==> src/rtl/morse_letter_tx.sv <==
// Morse transmitter for letters S-Z: plays a latched letter on one LED, one unit per tick.
// Optional MORSE_REPEAT_EN replays the letter forever with a GAP_UNITS-long dark gap.
module morse_letter_tx #(
  parameter int GAP_UNITS = 3
) (
  input  logic       clock,
  input  logic       reset,
  input  logic       tick,
  input  logic       start,
  input  logic [2:0] letter,
  output logic       led,
  output logic       busy,
  output logic       done
);

  localparam logic [1:0] IDLE = 2'd0;
  localparam logic [1:0] SEND = 2'd1;
`ifdef MORSE_REPEAT_EN
  localparam logic [1:0] GAP  = 2'd2;
`endif

  if (GAP_UNITS < 1 || GAP_UNITS > 15) begin : g_bad_gap
    $error("GAP_UNITS must be in 1..15");
  end

  // Left-aligned unit patterns, first unit in bit 13.
  function automatic logic [13:0] pattern_of(input logic [2:0] code);
    case (code)
      3'd0:    pattern_of = {5'b10101, 9'd0};
      3'd1:    pattern_of = {3'b111, 11'd0};
      3'd2:    pattern_of = {7'b1010111, 7'd0};
      3'd3:    pattern_of = {9'b101010111, 5'd0};
      3'd4:    pattern_of = {9'b101110111, 5'd0};
      3'd5:    pattern_of = {11'b11101010111, 3'd0};
      3'd6:    pattern_of = {13'b1110101110111, 1'b0};
      3'd7:    pattern_of = {11'b11101110101, 3'd0};
      default: pattern_of = 14'd0;
    endcase
  endfunction

  function automatic logic [3:0] length_of(input logic [2:0] code);
    case (code)
      3'd0:    length_of = 4'd5;
      3'd1:    length_of = 4'd3;
      3'd2:    length_of = 4'd7;
      3'd3:    length_of = 4'd9;
      3'd4:    length_of = 4'd9;
      3'd5:    length_of = 4'd11;
      3'd6:    length_of = 4'd13;
      3'd7:    length_of = 4'd11;
      default: length_of = 4'd0;
    endcase
  endfunction

  logic [1:0]  state_r, state_s;
  logic [13:0] shift_r, shift_s;
  logic [3:0]  remaining_r, remaining_s;
  logic        last_r, last_s;
  logic        led_r, busy_r, done_r;
`ifdef MORSE_REPEAT_EN
  logic [3:0]  gap_r, gap_s;
  logic [2:0]  code_r, code_s;
`endif

  // Next-state logic: load on start, shift on tick, end-of-letter handling.
  always_comb begin
    state_s     = state_r;
    shift_s     = shift_r;
    remaining_s = remaining_r;
    last_s      = 1'b0;
`ifdef MORSE_REPEAT_EN
    gap_s       = gap_r;
    code_s      = code_r;
    if (start) begin
      code_s = letter;
    end else begin
      code_s = code_r;
    end
`endif
    case (state_r)
      IDLE: begin
        if (start) begin
          state_s     = SEND;
          shift_s     = pattern_of(letter);
          remaining_s = length_of(letter);
        end else begin
          state_s = IDLE;
        end
      end
      SEND: begin
        if (tick && remaining_r > 4'd1) begin
          shift_s     = {shift_r[12:0], 1'b0};
          remaining_s = remaining_r - 4'd1;
        end else if (tick) begin
          last_s      = 1'b1;
          shift_s     = 14'd0;
          remaining_s = 4'd0;
`ifdef MORSE_REPEAT_EN
          state_s     = GAP;
          gap_s       = 4'(GAP_UNITS);
`else
          state_s     = IDLE;
`endif
        end else begin
          state_s = SEND;
        end
      end
`ifdef MORSE_REPEAT_EN
      // A code latched during this very cycle is honoured by the reload.
      GAP: begin
        if (tick && gap_r > 4'd1) begin
          gap_s = gap_r - 4'd1;
        end else if (tick) begin
          gap_s       = 4'd0;
          state_s     = SEND;
          shift_s     = pattern_of(code_s);
          remaining_s = length_of(code_s);
        end else begin
          state_s = GAP;
        end
      end
`endif
      default: state_s = IDLE;
    endcase
  end

  // State registers; outputs are registered from the current state, one cycle behind it.
  always_ff @(posedge clock) begin
    if (!reset) begin
      state_r     <= IDLE;
      shift_r     <= 14'd0;
      remaining_r <= 4'd0;
      last_r      <= 1'b0;
      led_r       <= 1'b0;
      busy_r      <= 1'b0;
      done_r      <= 1'b0;
`ifdef MORSE_REPEAT_EN
      gap_r       <= 4'd0;
      code_r      <= 3'd0;
`endif
    end else begin
      state_r     <= state_s;
      shift_r     <= shift_s;
      remaining_r <= remaining_s;
      last_r      <= last_s;
      led_r       <= (state_r == SEND) && shift_r[13];
      busy_r      <= (state_r != IDLE);
      done_r      <= last_r;
`ifdef MORSE_REPEAT_EN
      gap_r       <= gap_s;
      code_r      <= code_s;
`endif
    end
  end

  assign led  = led_r;
  assign busy = busy_r;
  assign done = done_r;

endmodule

==> config.mk <==
export PLATFORM = sky130hd
export DESIGN_NAME = morse_letter_tx
export DESIGN_NICKNAME = d
export VERILOG_FILES = /design/src/rtl/morse_letter_tx.sv
export SDC_FILE = /design/constraint.sdc
export NUM_CORES = 1
export LEC_CHECK = 0
export ABC_CLOCK_PERIOD_IN_PS = 2210
export CAP_MARGIN = 20
export CORE_MARGIN = 2
export CORE_UTILIZATION = 35
export DETAILED_ROUTE_END_ITERATION = 8
export MAX_ROUTING_LAYER = met4
export SYNTH_ARGS = -nofsm -noshare
export SYNTH_HDL_FRONTEND = slang
export SYNTH_SLANG_ARGS = --single-unit
==> constraint.sdc <==
create_clock -name clock -period 2.21 [get_ports clock]
set_input_delay 0.221 -clock clock [delete_from_list [all_inputs] [get_ports clock]]
set_output_delay 0.221 -clock clock [all_outputs]
set_load 0.05 [all_outputs]
## Word-level counts from Yosys, hierarchy flattened

Memories as Yosys holds them, arrays and structs flattened.
Cells that the tools add are included.

| storage, ports and cells | value |
|---|---|
| flip-flop bits (word level) | 24 |
| ROM bits | 112 |
| input bits | 7 |
| output and inout port bits | 3 |
| logic and storage cells | 37 |
| memories kept | 2 |

Memory list:

| name | depth | bits a word | rd ports | clocked after Yosys merged registers in | wr ports | RTL line | source |
|---|---|---|---|---|---|---|---|
| (name not given) | 8 | 11 | 1 | 0 | 0 | 28 | `case (code)` |
| (name not given) | 8 | 3 | 1 | 0 | 0 | 42 | `case (code)` |

| cells by class | value |
|---|---|
| add/sub/neg operators | 1 |
| $lt $le $gt $ge | 1 |
| equal/unequal tests | 4 |
| mux-type cells | 13 |
| bitwise gates (word level) | 2 |
| reduce and logical (&&, ||, !) cells | 7 |

Operator list:

| operator | number |
|---|---|
| 14-bit two-way mux | 3 |
| 14-bit one-hot mux with 2 select lines | 1 |
| 4-bit two-way mux | 3 |
| 4-bit one-hot mux with 2 select lines | 1 |
| 4-bit by 1-bit greater-than comparator with 1-bit output, second input constant | 1 |
| 2-bit inequality test, second input constant | 2 |
| 2-bit one-hot mux with 2 select lines | 1 |
| 2-bit nonzero test | 2 |
| 4-bit by 1-bit subtractor with 4-bit output, second input constant | 1 |
| 1-bit two-way mux | 3 |
| 3-bit inequality test, second input constant | 1 |
| 3-bit AND reduction | 1 |
| 3-bit OR reduction | 1 |
| 2-bit by 1-bit == test with 1-bit output, second input constant | 1 |
| 1-bit logical AND | 2 |
| 2-bit zero test | 1 |
| 2-bit two-way mux | 1 |
| 1-bit NOT | 2 |

## Depth between registers and ports, before layout

| logic depth | value |
|---|---|
| word-level depth | 4 |
| mapped depth | 6 |
| mapped depth without buffers | 5 |

## Least setup slack after synthesis

OpenSTA, ideal clock, no wires.

| path | value |
|---|---|
| path kind | register to register |
| start point | register remaining_r[0] |
| end point | register remaining_r[1] |
| library setup time | 0.070 ns |
| data arrival time | 1.366 ns |
| required time | 2.140 ns |
| setup slack | 0.774 ns |
| stages on the path, launching flop included | 7 |
| buffers on the path | 1 |
| clock period less this slack | 1.436 ns |
| path through | dfxtp_1 > inv_1 > ha_1 > o21bai_1 > buf_2 > o211ai_1 > a21oi_1 |

| on the way | value |
|---|---|
| word-level cells in the longest chain between the ends | 4 |
| elaborated cells between the ends (all ways) | 7 |
| those cells by class | 1 x add/sub; 1 x order compare; 1 x eq/ne; 2 x mux; 2 x reduce/logical |

Ends and longest elaborated chain:

| what | RTL line | source |
|---|---|---|
| start, declared | 57 | `logic [3:0] remaining_r, remaining_s;` |
| start signal, assigned | 144 | `remaining_r <= remaining_s;` |
| 4-bit by 1-bit greater-than comparator with 1-bit output | 91 | `if (tick && remaining_r > 4'd1) begin` |
| 1-bit logical AND | 91 |  |
| 3-bit inequality test (no line) or 4-bit two-way mux (tied branches) | n/a |  |
| 3-bit AND reduction (no line) or 4-bit one-hot mux with 2 select lines (tied branches) | n/a |  |

Parallel ways exist; a longest one is shown, timed or not.
A chain may end at the register's enable or synchronous reset.

## Final worst setup path

| path | value |
|---|---|
| start point | register led_r (netlist: led) |
| end point | output port led |

RTL lines:

| what | RTL line | source |
|---|---|---|
| start, declared | 59 | `logic led_r, busy_r, done_r;` |
| start signal, assigned | 146 | `led_r <= (state_r == SEND) && shift_r[13];` |
| end, declared | 11 | `output logic led,` |

No word-level cell between the ends.

==> impl.org <==
** GRT
- The first global-routing pass estimated 4930 um of wire.
- Total global-route track usage :: 0.162
- Entering global routing, the biggest net connects 19 pins.
- Global routing finished with a remaining overflow of 0.
- The number of antenna violations at the first check in global routing was 0.
- Vias in the first global route :: 1017

** Worst setup path
- Cell family contributing the most delay on the critical path :: buffers and inverters
- In this run the critical register-to-register path is launched from remaining_r[0].
- The signal on the critical path passes through clkdlybuf4s50_1.
- STA puts the critical path data arrival time at 1.45 ns.
- The largest single stage delay on the critical path is 0.79 ns.
- In this run the critical register-to-register path is captured at remaining_r[0].
- The worst setup path is launched from a register.
- In this run the register-to-register setup slack is 0.57 ns.
- At the worst endpoint, the required time is 1.99 ns.
- Number of cells traversed by the worst register-to-register path :: 6
- Critical path buffers and inverters :: 1
- CP max-delay cell :: clkdlybuf4s50_1
- The critical path is of the reg -> out type.
- In this run the number of cells on the critical path is 1.
- Endpoint kind of the worst setup timing path :: output pin
- Crit-path max FO :: 1

** Min path
- Counting instances, the worst hold path has a depth of 1.
- In this run the most critical hold path is launched from last_r.
- Worst Hold End :: done
- The min-delay analysis places its worst path in the category reg -> reg.

** Clocking
- Gates resized during post-CTS repair numbered 0.
- The clock reaches the later pin of the worst-skew pair after 0.32 ns.
- Number of buffers inserted during clock tree synthesis :: 3
- Clock-pin slew was measured on the worst setup and hold paths at 0.14 ns.
- Root buffer cell :: clkbuf_4
- # Post-CTS Setup Buffers :: 0
- The clock passes through at most 2 buffers.
- H-Tree Level Count :: 1
- Number of sinks driven by the clock tree :: 22
- Post-CTS Hold Buffers :: 0
- TritonCTS built the clock tree.

** Cells and area
- Number of diodes :: 0
- For this run, the share of the core covered by cells in the final layout is 0.417.
- Registers take 440 sq um.
- Synthesis-to-layout area growth :: 15.4%
- In the final layout, the share of cells above drive strength 1 is 0.117.
- The filler cells instantiated in the layout total 351.
- In the final layout, the multi-input gates occupy 668 sq um.
- The net count of the finished layout is 160.

** Drt
- Post-route ant nets :: 0
- Starting DRT DRC Count :: 67
- Vias after detailed routing :: 1029
- Number of detailed-routing iterations run before antenna repair :: 4
- In the routed design, unresolved DRC markers number 0.
- Dividing the detail-routed wire length by the instance count gives 14.2 um.
- Summed over all layers, the routed wires come to 2720 um.
- After detailed routing, the number of vias per cell comes to 5.39.

** Synth
- The cell count after synthesis came out at 138.
- Syn Std Cell Area :: 1190 sq um
- Synth warnings :: 0
- After synthesis the netlist holds a flip-flop and latch count of 22.
- Net count of the mapped netlist :: 152
- Synthesis instantiated 34 different standard cells from the library.
- A synthesized cell averages 8.60 sq um.
- Sequential element share of the synthesized area :: 0.371

** Power and ir drop
- P per Cell Area :: 706 nW/um^2
- VDD sags by at most 0.505 mV.
- Static power due to leakage :: 0.507 nW
- The completed layout was analyzed and its total power is 0.966 mW.

** STA
- Based on the critical path, the design can be clocked at up to 599 MHz.
- The routed design could run at a clock period as short as 1.67 ns.
- In the final timing run, aggregate negative setup slack is 0 ns.
- Tightest slew margin relative to the limit :: 0.572
- Pin slew with the least headroom to its limit :: 0.640 ns
- Final max-slew violation count :: 0
- Endpoints failing setup :: 0
- In the finished design, the share of the clock period the worst path needs comes to 0.756.
- Hold Fails Final Rpt :: 0
- Clock tree skew after final layout :: 0.0185 ns
- Setup repair after global routing left no endpoint under its margin.

** Run
- Maximum capacitance violations :: 0

** Die
- Area of the core :: 3280 sq um
- Area of the die :: 3870 sq um
- Die extent in y :: 62.2 um
- In this run the count of I/O pins placed on the die edge is 10.
- Die Width :: 62.2 um
- The floorplan has 21 rows.
- For this configuration, the core starts out at a cell density of 0.361.

** Placement
- Port buffering added 9 buffers.
- The congestion estimate from routability-driven global placement came to 0.888.
- Summed over all nets, the half-perimeter wirelength after detailed placement is 1890 um.

** Outcome
- The run finished with clean final reports.
-- Yosys cell counts, drive strengths merged --
cell | count | area [sq um]
o21ai | 19 | 95.1
nand2 | 4 | 15.0
or3b | 1 | 8.76
a21o | 1 | 7.51
dfxtp | 22 | 440
and3 | 1 | 6.26
and2 | 4 | 25.0
nand3 | 1 | 5.00
nand3b | 2 | 15.0
inv | 8 | 30.0
or4b | 2 | 23.8
a31oi | 1 | 6.26
mux2 | 4 | 45.0
nor3 | 2 | 10.0
buf | 7 | 36.3
o22ai | 2 | 12.5
nor2b | 2 | 12.5
a211oi | 4 | 35.0
a311oi | 1 | 8.76
o211ai | 13 | 103
clkbuf | 3 | 11.3
o31ai | 2 | 15.0
nand2b | 4 | 25.0
nor2 | 7 | 26.3
o21a | 1 | 7.51
a21oi | 11 | 55.1
and4b | 1 | 10.0
ha | 7 | 87.6
o21bai | 1 | 7.51
-- logic make-up after synthesis --
logic type | count (synthesis) | synth area share
DFF | 22 | 0.371
and+or+nand+nor | 31 | 0.154
buffers and inverters | 18 | 0.0654
AOI/OAI and AO/OA | 56 | 0.297
adders and majority gates | 7 | 0.0738
muxes | 4 | 0.0380
-- cell type report --
class / count / share of cell area
multi-input cells: 98 / 0.488
flip-flops and latches: 22 / 0.322
repair buffers: 13 / 0.0878
well taps: 46 / 0.0420
clock inverters: 1 / 0.0219
inverters: 8 / 0.0219
clock buffers: 3 / 0.0165
-- routing by layer --
metal / up-vias / global-route usage / part of all wire
met1: 482 / 0.211 / 0.47
met4: 0 / 0.0472 / 0.011
met5: - / - / 0
met2: 28 / 0.251 / 0.47
met3: 2 / 0.0380 / 0.042
li1: 517 / - / -
-- where the power goes --
group | total, mW | switching [mW] | internal (mW) | leakage (nW)
clock | 0.313 | 0.129 | 0.184 | 0.0279
sequential | 0.464 | 0.0334 | 0.431 | 0.182
combinational | 0.189 | 0.109 | 0.0798 | 0.298
-- worst max path at each step --
stage	slack, ns	end	start
after floorplan	0.77	remaining_r[1]	remaining_r[0]
after global placement	0.33	shift_r[6]	letter[1]
after detailed placement	0.26	shift_r[6]	letter[1]
after CTS	0.53	led	led
after global routing	0.37	remaining_r[0]	remaining_r[0]
final	0.54	led	led
-- through the flow --
step / hold slack (ns) / cells / setup WS, ns / instance area [sq um]
after global placement: 0.422 / 187 / 0.329 / 1320
after floorplan: 0.337 / 138 / 0.774 / 1190
after detailed placement: 0.436 / 187 / 0.255 / 1320
final: 0.459 / 191 / 0.540 / 1370
after CTS: 0.470 / 191 / 0.528 / 1370
after global routing: 0.493 / 191 / 0.369 / 1370
-- sequential cells by signal (all words and copies together), names as in the netlist --
register	count
busy	1
last_r	1
led	1
remaining_r	4
done	1
shift_r	13
state_r	1
-- cells in the final DEF (no fill, tap or decap), drive strengths merged --
cell	netlist	routed
nor3	2	2
buf	7	4
nand3b	2	2
or3b	1	1
or4b	2	2
bufinv	0	1
nor2	7	7
a311oi	1	1
and4b	1	1
a211oi	4	4
a21oi	11	11
dfxtp	22	22
o31ai	2	2
nand2	4	4
o21ai	19	19
clkdlybuf4s50	0	9
nand3	1	1
ha	7	7
o21bai	1	1
and3	1	1
clkbuf	3	3
and2	4	4
mux2	4	4
inv	8	8
o21a	1	1
nor2b	2	2
a21o	1	1
o22ai	2	2
o211ai	13	13
a31oi	1	1
nand2b	4	4
Power figures use the tool's default switching activity.
